$ cat src/rtl/nco_phase_detect_if.sv
// ---------------------------------------------------------------------------
// nco_phase_detect_if
// Groups the sample handshake and the result bus of nco_phase_detect.
//   in_valid  : a sample is presented on sin_i/cos_i
//   in_ready  : the detector can take a sample this cycle
//   sin_i     : quadrature (Q) sample, signed, mpr bits
//   cos_i     : in-phase (I) sample, signed, mpr bits
//   phase_o   : atan2(sin_i, cos_i), unsigned, 2^apr == one full turn
//   freq_o    : phase_o minus the previous phase_o, modulo 2^apr
//   out_valid : a new result sits on phase_o/freq_o
// master = the sample source / result sink, slave = the detector.
// ---------------------------------------------------------------------------
interface nco_phase_detect_if #(
   parameter int mpr = 14,
   parameter int apr = 16
);
   logic                  in_valid;
   logic                  in_ready;
   logic signed [mpr-1:0] sin_i;
   logic signed [mpr-1:0] cos_i;
   logic [apr-1:0]        phase_o;
   logic [apr-1:0]        freq_o;
   logic                  out_valid;

   modport master (
      output in_valid, sin_i, cos_i,
      input  in_ready, phase_o, freq_o, out_valid
   );

   modport slave (
      input  in_valid, sin_i, cos_i,
      output in_ready, phase_o, freq_o, out_valid
   );
endinterface

$ cat src/rtl/nco_phase_detect.sv
// ---------------------------------------------------------------------------
// nco_phase_detect
// Recovers the phase of an NCO sin/cos pair with an iterative vectoring
// CORDIC, and the per-sample phase step (the NCO phi_inc) as the difference
// between successive phases.
// Ports:
//   clk   : rising-edge clock
//   reset : synchronous, active-high; wins over clken
//   clken : global enable, every register holds while low
//   bus   : nco_phase_detect_if.slave (sample handshake + results)
// Parameters: mpr = sample width, apr = phase width, niter = CORDIC steps.
// One sample at a time: accept, PRE, niter ITER cycles, DONE, back to IDLE.
// ---------------------------------------------------------------------------
module nco_phase_detect #(
   parameter int mpr   = 14,
   parameter int apr   = 16,
   parameter int niter = 16
) (
   input  logic               clk,
   input  logic               reset,
   input  logic               clken,
   nco_phase_detect_if.slave  bus
);

   // Two guard bits: room for negating the most negative sample and for
   // the ~1.65x CORDIC gain.
   localparam int W   = mpr + 2;
   localparam int CW  = $clog2(niter) + 1;
   localparam logic [CW-1:0] LAST_ITER = CW'(niter - 1);

   // The arctangent table is held at 32-bit phase scale and rounded down
   // to apr bits.
   localparam int          RSH = 32 - apr;
   localparam logic [32:0] RND = (33'd1 << RSH) >> 1;

   typedef enum logic [1:0] {IDLE, PRE, ITER, DONE} state_t;

   state_t               state, next_state;
   logic signed [W-1:0]  x, y;
   logic signed [W-1:0]  x_shift, y_shift, x_next, y_next;
   logic [apr-1:0]       z, z_next, atan_val, result;
   logic [apr-1:0]       prev_phase, phase_r, freq_r;
   logic [CW-1:0]        iter;
   logic                 zero_q;
   logic                 first_flag;

   // round(atan(2^-i) * 2^apr / (2*pi)) for step i
   function automatic logic [apr-1:0] atan_lut(input logic [CW-1:0] idx);
      logic [31:0] t;
      logic [32:0] r;
      case (int'(idx))
         0:       t = 32'h2000_0000;
         1:       t = 32'h12E4_051E;
         2:       t = 32'h09FB_385B;
         3:       t = 32'h0511_11D4;
         4:       t = 32'h028B_0D43;
         5:       t = 32'h0145_D7E1;
         6:       t = 32'h00A2_F61E;
         7:       t = 32'h0051_7C55;
         8:       t = 32'h0028_BE53;
         9:       t = 32'h0014_5F2F;
         10:      t = 32'h000A_2F98;
         11:      t = 32'h0005_17CC;
         12:      t = 32'h0002_8BE6;
         13:      t = 32'h0001_45F3;
         14:      t = 32'h0000_A2FA;
         15:      t = 32'h0000_517D;
         16:      t = 32'h0000_28BE;
         17:      t = 32'h0000_145F;
         18:      t = 32'h0000_0A30;
         19:      t = 32'h0000_0518;
         20:      t = 32'h0000_028C;
         21:      t = 32'h0000_0146;
         22:      t = 32'h0000_00A3;
         23:      t = 32'h0000_0051;
         24:      t = 32'h0000_0029;
         25:      t = 32'h0000_0014;
         26:      t = 32'h0000_000A;
         27:      t = 32'h0000_0005;
         28:      t = 32'h0000_0003;
         29:      t = 32'h0000_0001;
         30:      t = 32'h0000_0001;
         default: t = 32'h0000_0000;
      endcase
      r = ({1'b0, t} + RND) >> RSH;
      return r[apr-1:0];
   endfunction

   // State register; reset overrides clken, otherwise advance only when
   // enabled.
   always_ff @(posedge clk) begin
      if (reset)
         state <= IDLE;
      else if (clken)
         state <= next_state;
   end

   // Next-state logic. A sample is only taken in IDLE; in_valid seen in any
   // other state is simply ignored.
   always_comb begin
      next_state = state;
      case (state)
         IDLE:    if (bus.in_valid) next_state = PRE;
         PRE:     next_state = ITER;
         ITER:    if (iter == LAST_ITER) next_state = DONE;
         DONE:    next_state = IDLE;
         default: next_state = IDLE;
      endcase
   end

   // One CORDIC vectoring step: rotate toward the positive x axis, steering
   // by the sign of y, and accumulate the rotated angle in z. A zero input
   // has no defined angle, so it is forced to phase 0.
   always_comb begin
      x_shift  = x >>> iter;
      y_shift  = y >>> iter;
      atan_val = atan_lut(iter);
      x_next   = x;
      y_next   = y;
      z_next   = z;
      if (!y[W-1]) begin
         x_next = x + y_shift;
         y_next = y - x_shift;
         z_next = z + atan_val;
      end else begin
         x_next = x - y_shift;
         y_next = y + x_shift;
         z_next = z - atan_val;
      end
      result = zero_q ? '0 : z_next;
   end

   // Datapath. The sample is captured sign-extended on accept; PRE folds
   // the left half-plane onto the right by negating the vector and starting
   // z at half a turn, so the CORDIC only has to cover +/-90 degrees. The
   // last ITER step publishes the phase and its difference to the previous
   // one; the first result after reset has no predecessor and reports 0.
   always_ff @(posedge clk) begin
      if (reset) begin
         x          <= '0;
         y          <= '0;
         z          <= '0;
         iter       <= '0;
         zero_q     <= 1'b0;
         first_flag <= 1'b1;
         prev_phase <= '0;
         phase_r    <= '0;
         freq_r     <= '0;
      end else if (clken) begin
         case (state)
            IDLE: begin
               if (bus.in_valid) begin
                  x    <= {{2{bus.cos_i[mpr-1]}}, bus.cos_i};
                  y    <= {{2{bus.sin_i[mpr-1]}}, bus.sin_i};
                  z    <= '0;
                  iter <= '0;
               end
            end
            PRE: begin
               if (x[W-1]) begin
                  x <= -x;
                  y <= -y;
                  z <= {1'b1, {(apr-1){1'b0}}};
               end else begin
                  z <= '0;
               end
               zero_q <= (x == '0) && (y == '0);
               iter   <= '0;
            end
            ITER: begin
               x    <= x_next;
               y    <= y_next;
               z    <= z_next;
               iter <= iter + 1'b1;
               if (iter == LAST_ITER) begin
                  phase_r    <= result;
                  freq_r     <= first_flag ? '0 : result - prev_phase;
                  prev_phase <= result;
                  first_flag <= 1'b0;
               end
            end
            default: ;
         endcase
      end
   end

   assign bus.in_ready  = (state == IDLE);
   assign bus.out_valid = (state == DONE);
   assign bus.phase_o   = phase_r;
   assign bus.freq_o    = freq_r;

endmodule

$ cat src/flat_wrapper.sv
// flat-port wrapper written by rule: the top's interface ports become plain ports
module nco_phase_detect_flat 
#(
   parameter int mpr   = 14,
   parameter int apr   = 16,
   parameter int niter = 16
)
  (clk, reset, clken, bus_in_valid, bus_sin_i, bus_cos_i, bus_in_ready, bus_phase_o, bus_freq_o, bus_out_valid);
  nco_phase_detect_if #(.mpr(mpr), .apr(apr)) bus_i ();
  input  logic clk;
  input  logic reset;
  input  logic clken;
  input wire logic [$bits(bus_i.in_valid)-1:0] bus_in_valid;
  input wire logic [$bits(bus_i.sin_i)-1:0] bus_sin_i;
  input wire logic [$bits(bus_i.cos_i)-1:0] bus_cos_i;
  output wire logic [$bits(bus_i.in_ready)-1:0] bus_in_ready;
  output wire logic [$bits(bus_i.phase_o)-1:0] bus_phase_o;
  output wire logic [$bits(bus_i.freq_o)-1:0] bus_freq_o;
  output wire logic [$bits(bus_i.out_valid)-1:0] bus_out_valid;
  assign bus_i.in_valid = bus_in_valid;
  assign bus_i.sin_i = bus_sin_i;
  assign bus_i.cos_i = bus_cos_i;
  assign bus_in_ready = bus_i.in_ready;
  assign bus_phase_o = bus_i.phase_o;
  assign bus_freq_o = bus_i.freq_o;
  assign bus_out_valid = bus_i.out_valid;
  nco_phase_detect #(.mpr(mpr), .apr(apr), .niter(niter)) u_core (.clk(clk), .reset(reset), .clken(clken), .bus(bus_i));
endmodule
$ cat config.mk
export PLATFORM = sky130hd
export DESIGN_NAME = nco_phase_detect_flat
export DESIGN_NICKNAME = d
export VERILOG_FILES = /design/src/rtl/nco_phase_detect_if.sv /design/src/rtl/nco_phase_detect.sv /design/src/flat_wrapper.sv
export SDC_FILE = /design/constraint.sdc
export NUM_CORES = 1
export LEC_CHECK = 0
export CAP_MARGIN = 10
export CORE_AREA = 2 2 102 203
export DETAILED_ROUTE_END_ITERATION = 12
export DIE_AREA = 0 0 104 205
export GPL_TIMING_DRIVEN = 0
export PLACE_DENSITY = 0.74
export SETUP_SLACK_MARGIN = 0.05
export SKIP_LAST_GASP = 1
export SLEW_MARGIN = 10
export SYNTH_ARGS = -nofsm -noshare
export SYNTH_HDL_FRONTEND = slang
export SYNTH_SLANG_ARGS = --single-unit
export TNS_END_PERCENT = 20
$ cat constraint.sdc
create_clock -name clk -period 6.7 [get_ports clk]
set_clock_uncertainty 0.05 [all_clocks]
set_input_delay 0.67 -clock clk [delete_from_list [all_inputs] [get_ports clk]]
set_output_delay 0.67 -clock clk [all_outputs]
set_load 0.01 [all_outputs]
==> flow_summary.toml, run 1 <==
[timing]
period_share = 0.9455
hold_viol = 0
worst_pin_slew_ps = 940.0
drv_slew = 0
min_period_ps = 6335
max_freq_mhz = 157.9
tns_ps = 0
slew_headroom = 0.3734
rsz0062_at_grt = "false"
finalWorstSetupSlack_ps = 364.9
setup_viol = 0

[die]
fp.dieW_um = 104
initial_core_util = 0.5450
die_area_mm2 = 0.02132
pin_count = 66
fp-row-count = 73
die_h_um = 205
core_area_mm2 = 0.01973

[clock_network]
cts_htree_levels = 3
cts_tree = "done"
clockBufferDepth = 2
clock_sinks = 104
numCtsBuffers = 9
clkTransAtPathRegs_ps = 80
root_buffer = "clkbuf_16"
insertion_delay_ps = 380

[global_route]
antenna_found_initial = 0
first_global_vias = 11147
grt_overflow = 0
grt_max_degree = 22
grt_pass1_wl_mm = 60.53
grt.total_usage = 0.3721

[yosys]
ys_ff_latch = 104
syn_area_mm2 = 0.01075
synth_cells = 1432
synth_fp_nets = 1546
synthArstFlopShare = 0
synth_ff_type = "dfxtp_1"
synth-edff-count = 0
ys_seq_area_frac = 0.1936
synth_area_per_cell_um2 = 7.509
yosysWarnings = 0
ys_types = 86

[pwr]
power_switching_mw = 1.385
power_frac_comb = 0.576
p_int_mw = 1.578
p_leak_nw = 4.543
power_density_mw_per_mm2 = 245.9
clockPowerShare = 0.190
max-vdd-ir-drop_uv = 153.6
seqPwrFrac = 0.233
p_sw_frac = 0.4676

[final_layout]
num_antenna_cells = 0
final_core_util = 0.6107
fin_area_mm2 = 0.01205
drive_above_1_share = 0.05754
final_cells = 1774
fillers = 1894
finish.net_count = 1621
area.growth.synth_to_final_pct = 12.06

[setup_path]
crit_end = "u_core.bus.freq_o[14]"
end_kind = "flop"
path_max_fanout = 10
r2r_cells = 22
rr_endpoint = "u_core.bus.freq_o[14]"
regToRegSetupSlack_ps = 360
reg2reg_from = "u_core.y[15]"
crit_required_ps = 6930
cp.arrival_ps = 6560
worstSetupStartpoint = "u_core.y[15]"
criticalPathCategory = "flop to flop"
cp-start-kind = "flop"

[routing]
drc = 0
routed_wl_mm = 39.78
firstDrtPassIters = 6
vias = 11438
drtIter0Drc = 806
postRouteAntennaNets = 0
wl_per_cell_um = 22.42
viasPerCell = 6.448

[hold_path]
worstHoldStart = "u_core.bus.freq_o[11]"
hp-class = "flop to flop"

[place]
post-dp-hpwl_mm = 31.56
port_buffers = 64
dp_cells = 1758
gp_congestion = 1.020
place_ws_ps = -384.1
dpl-instance-area_mm2 = 0.01172

[run_status]
status = "completed"

[job]
drv_cap = 0
[cells in the final DEF, fill, tap and decap left out, types with 7 or more instances in the layout]
cell type,count
o21bai_1,8
and3_1,18
o211ai_1,12
nor3_1,59
nand2b_1,14
clkdlybuf4s50_1,64
ha_1,78
nor3b_1,7
mux2i_1,33
a21boi_0,7
a21oi_1,118
o21a_1,11
a221oi_1,21
clkbuf_16,9
mux2_2,10
nand3_1,30
nor2b_1,14
nand3b_1,9
inv_1,58
or3_1,8
a22oi_1,11
a31oi_1,16
mux4_2,20
nand2_1,132
a211oi_1,10
nor2_1,189
o22ai_1,10
o21ai_0,56
xor2_1,35
xnor2_1,89
clkbuf_1,77
dfxtp_1,104
a21o_1,16
nor4_1,15
nand4_1,10
[critical path, stage by stage, from the launching register on]
cell and delay (ps):
dfxtp_1 450, clkbuf_1 380, clkbuf_2 410, clkbuf_2 410
clkbuf_2 400, nor2_1 90, a21oi_1 280, inv_1 80
ha_1 280, nor2b_1 140, o31a_1 280, a21oi_1 310
nor2b_1 330, ha_1 310, a21oi_1 250, o21bai_1 140
a2111oi_0 560, o31ai_1 210, a21oi_1 250, o21bai_1 110
a21oi_1 190, xnor2_1 110, a22o_1 200
[layer usage]
layer,GRT usage,wire (µm),vias up
li1,-,-,5307
met1,0.3362,12720,5388
met2,0.6701,20070,521
met3,0.05218,2013,222
met4,0.4083,4971,0
met5,0,0,-
[power by group through the flow]
| stage | Sequential [mW] | Combinational (mW) | Clock [mW] |
|---|---|---|---|
| floorplan | 0.677 | 1.22 | 0 |
| global placement | 0.701 | 1.65 | 0 |
| detailed placement | 0.701 | 1.67 | 0 |
| CTS | 0.687 | 1.68 | 0.563 |
| global route | 0.690 | 1.85 | 0.581 |
| finish | 0.691 | 1.71 | 0.564 |
[cell usage after synthesis, types with 5 or more instances]
library cell | count | area [µm²]
nand4_1 | 10 | 62.56
nor3b_1 | 7 | 52.55
buf_1 | 6 | 22.52
mux2i_1 | 33 | 330.3
o21ai_0 | 56 | 280.3
a21o_1 | 16 | 120.1
nor2b_1 | 14 | 87.58
ha_1 | 78 | 975.9
nand2b_1 | 14 | 87.58
a211o_1 | 5 | 43.79
nand3_1 | 30 | 150.1
a21oi_1 | 118 | 590.6
clkbuf_1 | 79 | 296.5
or2_2 | 6 | 37.54
nor4_1 | 15 | 93.84
a41oi_1 | 5 | 43.79
a31oi_1 | 16 | 100.1
nor3_1 | 59 | 295.3
a221oi_1 | 21 | 183.9
and2_1 | 5 | 31.28
mux4_2 | 20 | 450.4
nand2_1 | 132 | 495.5
and3_1 | 18 | 112.6
mux2_2 | 10 | 112.6
or3_1 | 8 | 50.05
o21a_1 | 11 | 82.58
xor2_1 | 35 | 306.5
xnor2_1 | 89 | 779.5
dfxtp_1 | 104 | 2082
a211oi_1 | 10 | 75.07
nand3b_1 | 9 | 67.56
a21boi_0 | 7 | 52.55
o21bai_1 | 8 | 60.06
o211ai_1 | 12 | 90.09
inv_1 | 58 | 217.7
nor2_1 | 189 | 709.4
a22oi_1 | 11 | 82.58
o22ai_1 | 10 | 62.56
[per-stage QoR]
step	hold WS [ps]	power (mW)
2_1_floorplan	386.2	1.895
3_3_place_gp	405.5	2.348
3_5_place_dp	405.4	2.370
4_1_cts	417.3	2.927
5_1_grt	443.7	3.119
6_report	414.9	2.963
[cell families (layout without fill, tap and decap cells)]
family                     after synthesis  in the layout  share of synthesized area
and+or+nand+nor                        536            536                     0.2337
AOI/OAI and AO/OA                      359            359                     0.2188
buffers and inverters                  159            239                    0.06016
xor gates and xnor gates               125            125                     0.1031
DFF                                    104            104                     0.1936
adders and majority gates               82             82                    0.09821
muxes                                   67             67                    0.09251
[timing repair]
item | 4_1_cts | 5_1_grt
hold buffers | 0 | 0
setup endpoints to repair | 5 | 4
buffers inserted | 0 | 0
resized for setup | 2 | 3
[final cells by class]
cell class,instances,area (µm²),share of cell area
multi-input combinational,1169,8031,0.6666
sequential,104,2082,0.1728
timing repair buffer,64,640.6,0.05317
buffer,96,415.4,0.03448
tap,262,327.8,0.02721
inverter,63,236.5,0.01963
clock buffer,9,225.2,0.01869
clock inverter,7,90.09,0.007477
[worst min path at each step]
stage                                        to  cells after the start
after floorplan                     u_core.z[3]                      2
after global placement    u_core.bus.freq_o[11]                      2
after detailed placement  u_core.bus.freq_o[11]                      2
after CTS                 u_core.bus.freq_o[11]                      2
after global routing      u_core.bus.freq_o[11]                      2
final                     u_core.bus.freq_o[11]                      2
(Power assumes the default switching activity.)
==> inputs of run 2 (changes only) <==
--- a/config.mk
+++ b/config.mk
@@ -6,12 +6,11 @@
 export NUM_CORES = 1
 export LEC_CHECK = 0
 export CAP_MARGIN = 10
-export CORE_AREA = 2 2 102 203
+export CORE_AREA = 2 2 150 299
 export DETAILED_ROUTE_END_ITERATION = 12
-export DIE_AREA = 0 0 104 205
+export DIE_AREA = 0 0 152 301
 export GPL_TIMING_DRIVEN = 0
-export PLACE_DENSITY = 0.74
-export SETUP_SLACK_MARGIN = 0.05
+export SETUP_SLACK_MARGIN = 0.5
 export SKIP_LAST_GASP = 1
 export SLEW_MARGIN = 10
 export SYNTH_ARGS = -nofsm -noshare
==> flow_summary.toml, run 2 (same netlist as run 1, synthesis figures left out) <==
[place]
post-dp-hpwl_mm = 38.15
port_buffers = 64
dpl-instance-area_mm2 = 0.01208
gp_congestion = 1.069

[timing]
worst_pin_slew_ps = 977.0
max_freq_mhz = 165.3
period_share = 0.9027
slew_headroom = 0.3395
hold_viol = 0
setup_viol = 0
min_period_ps = 6048
rsz0062_at_grt = "true"
drv_slew = 0

[routing]
drtIter0Drc = 924
viasPerCell = 5.509
vias = 11365
routed_wl_mm = 47.30
postRouteAntennaNets = 0
wl_per_cell_um = 22.93
firstDrtPassIters = 6
drc = 0

[pwr]
p_total_mw = 3.072
p_leak_nw = 4.575
power_density_mw_per_mm2 = 246.3
max-vdd-ir-drop_uv = 153.1

[die]
fp.dieW_um = 152
die_h_um = 301
initial_core_util = 0.2479
core_area_mm2 = 0.04338
fp-row-count = 108
die_area_mm2 = 0.04575
pin_count = 66

[final_layout]
fin_area_mm2 = 0.01247
drive_above_1_share = 0.06543
num_antenna_cells = 0
seqCellArea_mm2 = 0.002082
area.growth.synth_to_final_pct = 15.99
final_core_util = 0.2875
finish.net_count = 1622
mostFrequentLayoutCell = "nor2_1"
fillers = 4678
final_cell_mix = "nor2_1, nand2_1, a21oi_1, dfxtp_1, xnor2_1"
multi_input_area_mm2 = 0.008065

[setup_path]
worstSetupStartpoint = "u_core.x[14]"
crit_required_ps = 6960
regToRegSetupSlack_ps = 650
cp.arrival_ps = 6310
cp-start-kind = "flop"
path_max_fanout = 10
r2r_cells = 22
crit_chain = "clkbuf_1, mux2i_1, mux4_2, a221oi_1, inv_1, ha_1, nand2_1, nor2_1, and2_1, nor3_1, a31oi_1, o211ai_1, ha_1, o21ai_0, nand2b_1, a21oi_1, a21o_1, o31ai_1, a31oi_1, nor2b_1, mux2i_1, a311oi_1"
path_delay_family = "compound AO/OA/AOI/OAI gates"
criticalPathCategory = "flop to flop"
end_kind = "flop"
crit_cells = 22
reg2reg_from = "u_core.x[14]"
crit_end = "u_core.y[15]"
crit_slowest_cell = "a221oi_1"
cpPeakStageDelay_ps = 680
cp_num_buf_inv = 2
rr_endpoint = "u_core.y[15]"

[global_route]
first_global_vias = 11515
grt_overflow = 0
antenna_found_initial = 0
grt_pass1_wl_mm = 69.37
grt_max_degree = 24
grt.total_usage = 0.2028

[clock_network]
clkTransAtPathRegs_ps = 90
cts_htree_levels = 3
cts_tree = "done"
clockBufferDepth = 2
numCtsBuffers = 9
hold_buffers = 0
root_buffer = "clkbuf_16"
insertion_delay_ps = 400
post-cts-setup-buffers = 0
clock_sinks = 104

[run_status]
status = "completed"

[job]
drv_cap = 0

[hold_path]
hp-class = "flop to flop"
==> run 2: cell types whose count changed in the layout (fill, tap and decap cells not counted), moves of 2 or more <==
cell and delta:
mux2i_1 -3, a21oi_1 -2, clkbuf_4 +4, inv_8 +3, a21oi_2 +2, clkbuf_1 -3
mux2i_2 +3
==> run 2: through the flow <==
| step | setup TNS, ps | hold slack [ps] | worst slack, ps | cells |
|---|---|---|---|---|
| after global placement | -3162 | 409.0 | -773.9 | 2046 |
| after CTS | 0 | 426.4 | 577.0 | 2062 |
| after detailed placement | -3275 | 413.1 | -774.7 | 2046 |
| after global routing | 0 | 444.3 | 487.3 | 2063 |
| final | 0 | 428.0 | 651.9 | 2063 |
| after floorplan | 0 | 386.2 | 1549 | 1432 |
==> run 2: worst min path at each step <==
stage	to	cells past startpoint	slack [ps]	startpoint
2_1_floorplan	u_core.z[3]	2	390	u_core.z[3]
3_3_place_gp	u_core.bus.freq_o[1]	2	410	u_core.bus.freq_o[1]
3_5_place_dp	u_core.bus.freq_o[11]	2	410	u_core.bus.freq_o[11]
4_1_cts	u_core.bus.freq_o[11]	2	430	u_core.bus.freq_o[11]
5_1_grt	u_core.z[3]	2	440	u_core.z[3]
6_report	u_core.bus.freq_o[11]	2	430	u_core.bus.freq_o[11]
==> run 2: repair_timing <==
| action | CTS | global route |
|---|---|---|
| resized for setup | 8 | 16 |
| hold endpoints to repair | 0 | 0 |
| setup endpoints to repair | 12 | 9 |
==> run 2: tightest hold or removal path, delay by kind of cell (launching register included) <==
kind	cells	cell delay [ps]
AND/OR/NAND/NOR	1	60
flip-flops	1	330
AO/OA/AOI/OAI	1	50
==> run 2: area by class of cell <==
cell class,instances,share of cell area
Buffer,96,0.03431
Clock buffer,9,0.01806
Clock inverter,7,0.007925
Inverter,63,0.01896
Multi-Input combinational cell,1169,0.6467
Sequential cell,104,0.1669
Tap cell,550,0.05518
Timing Repair Buffer,65,0.05197
==> run 2: power by group <==
part	switching, mW	internal, mW	total, mW
logic	1.11	0.674	1.78
clock network	0.329	0.276	0.605
registers	0.0410	0.642	0.683
==> run 2: layer usage <==
layer  routed length [µm]  global-route usage
met5                    0                   0
met4                 5589              0.1994
met3                 2039             0.03238
met2                25150              0.3900
met1                14530              0.1714
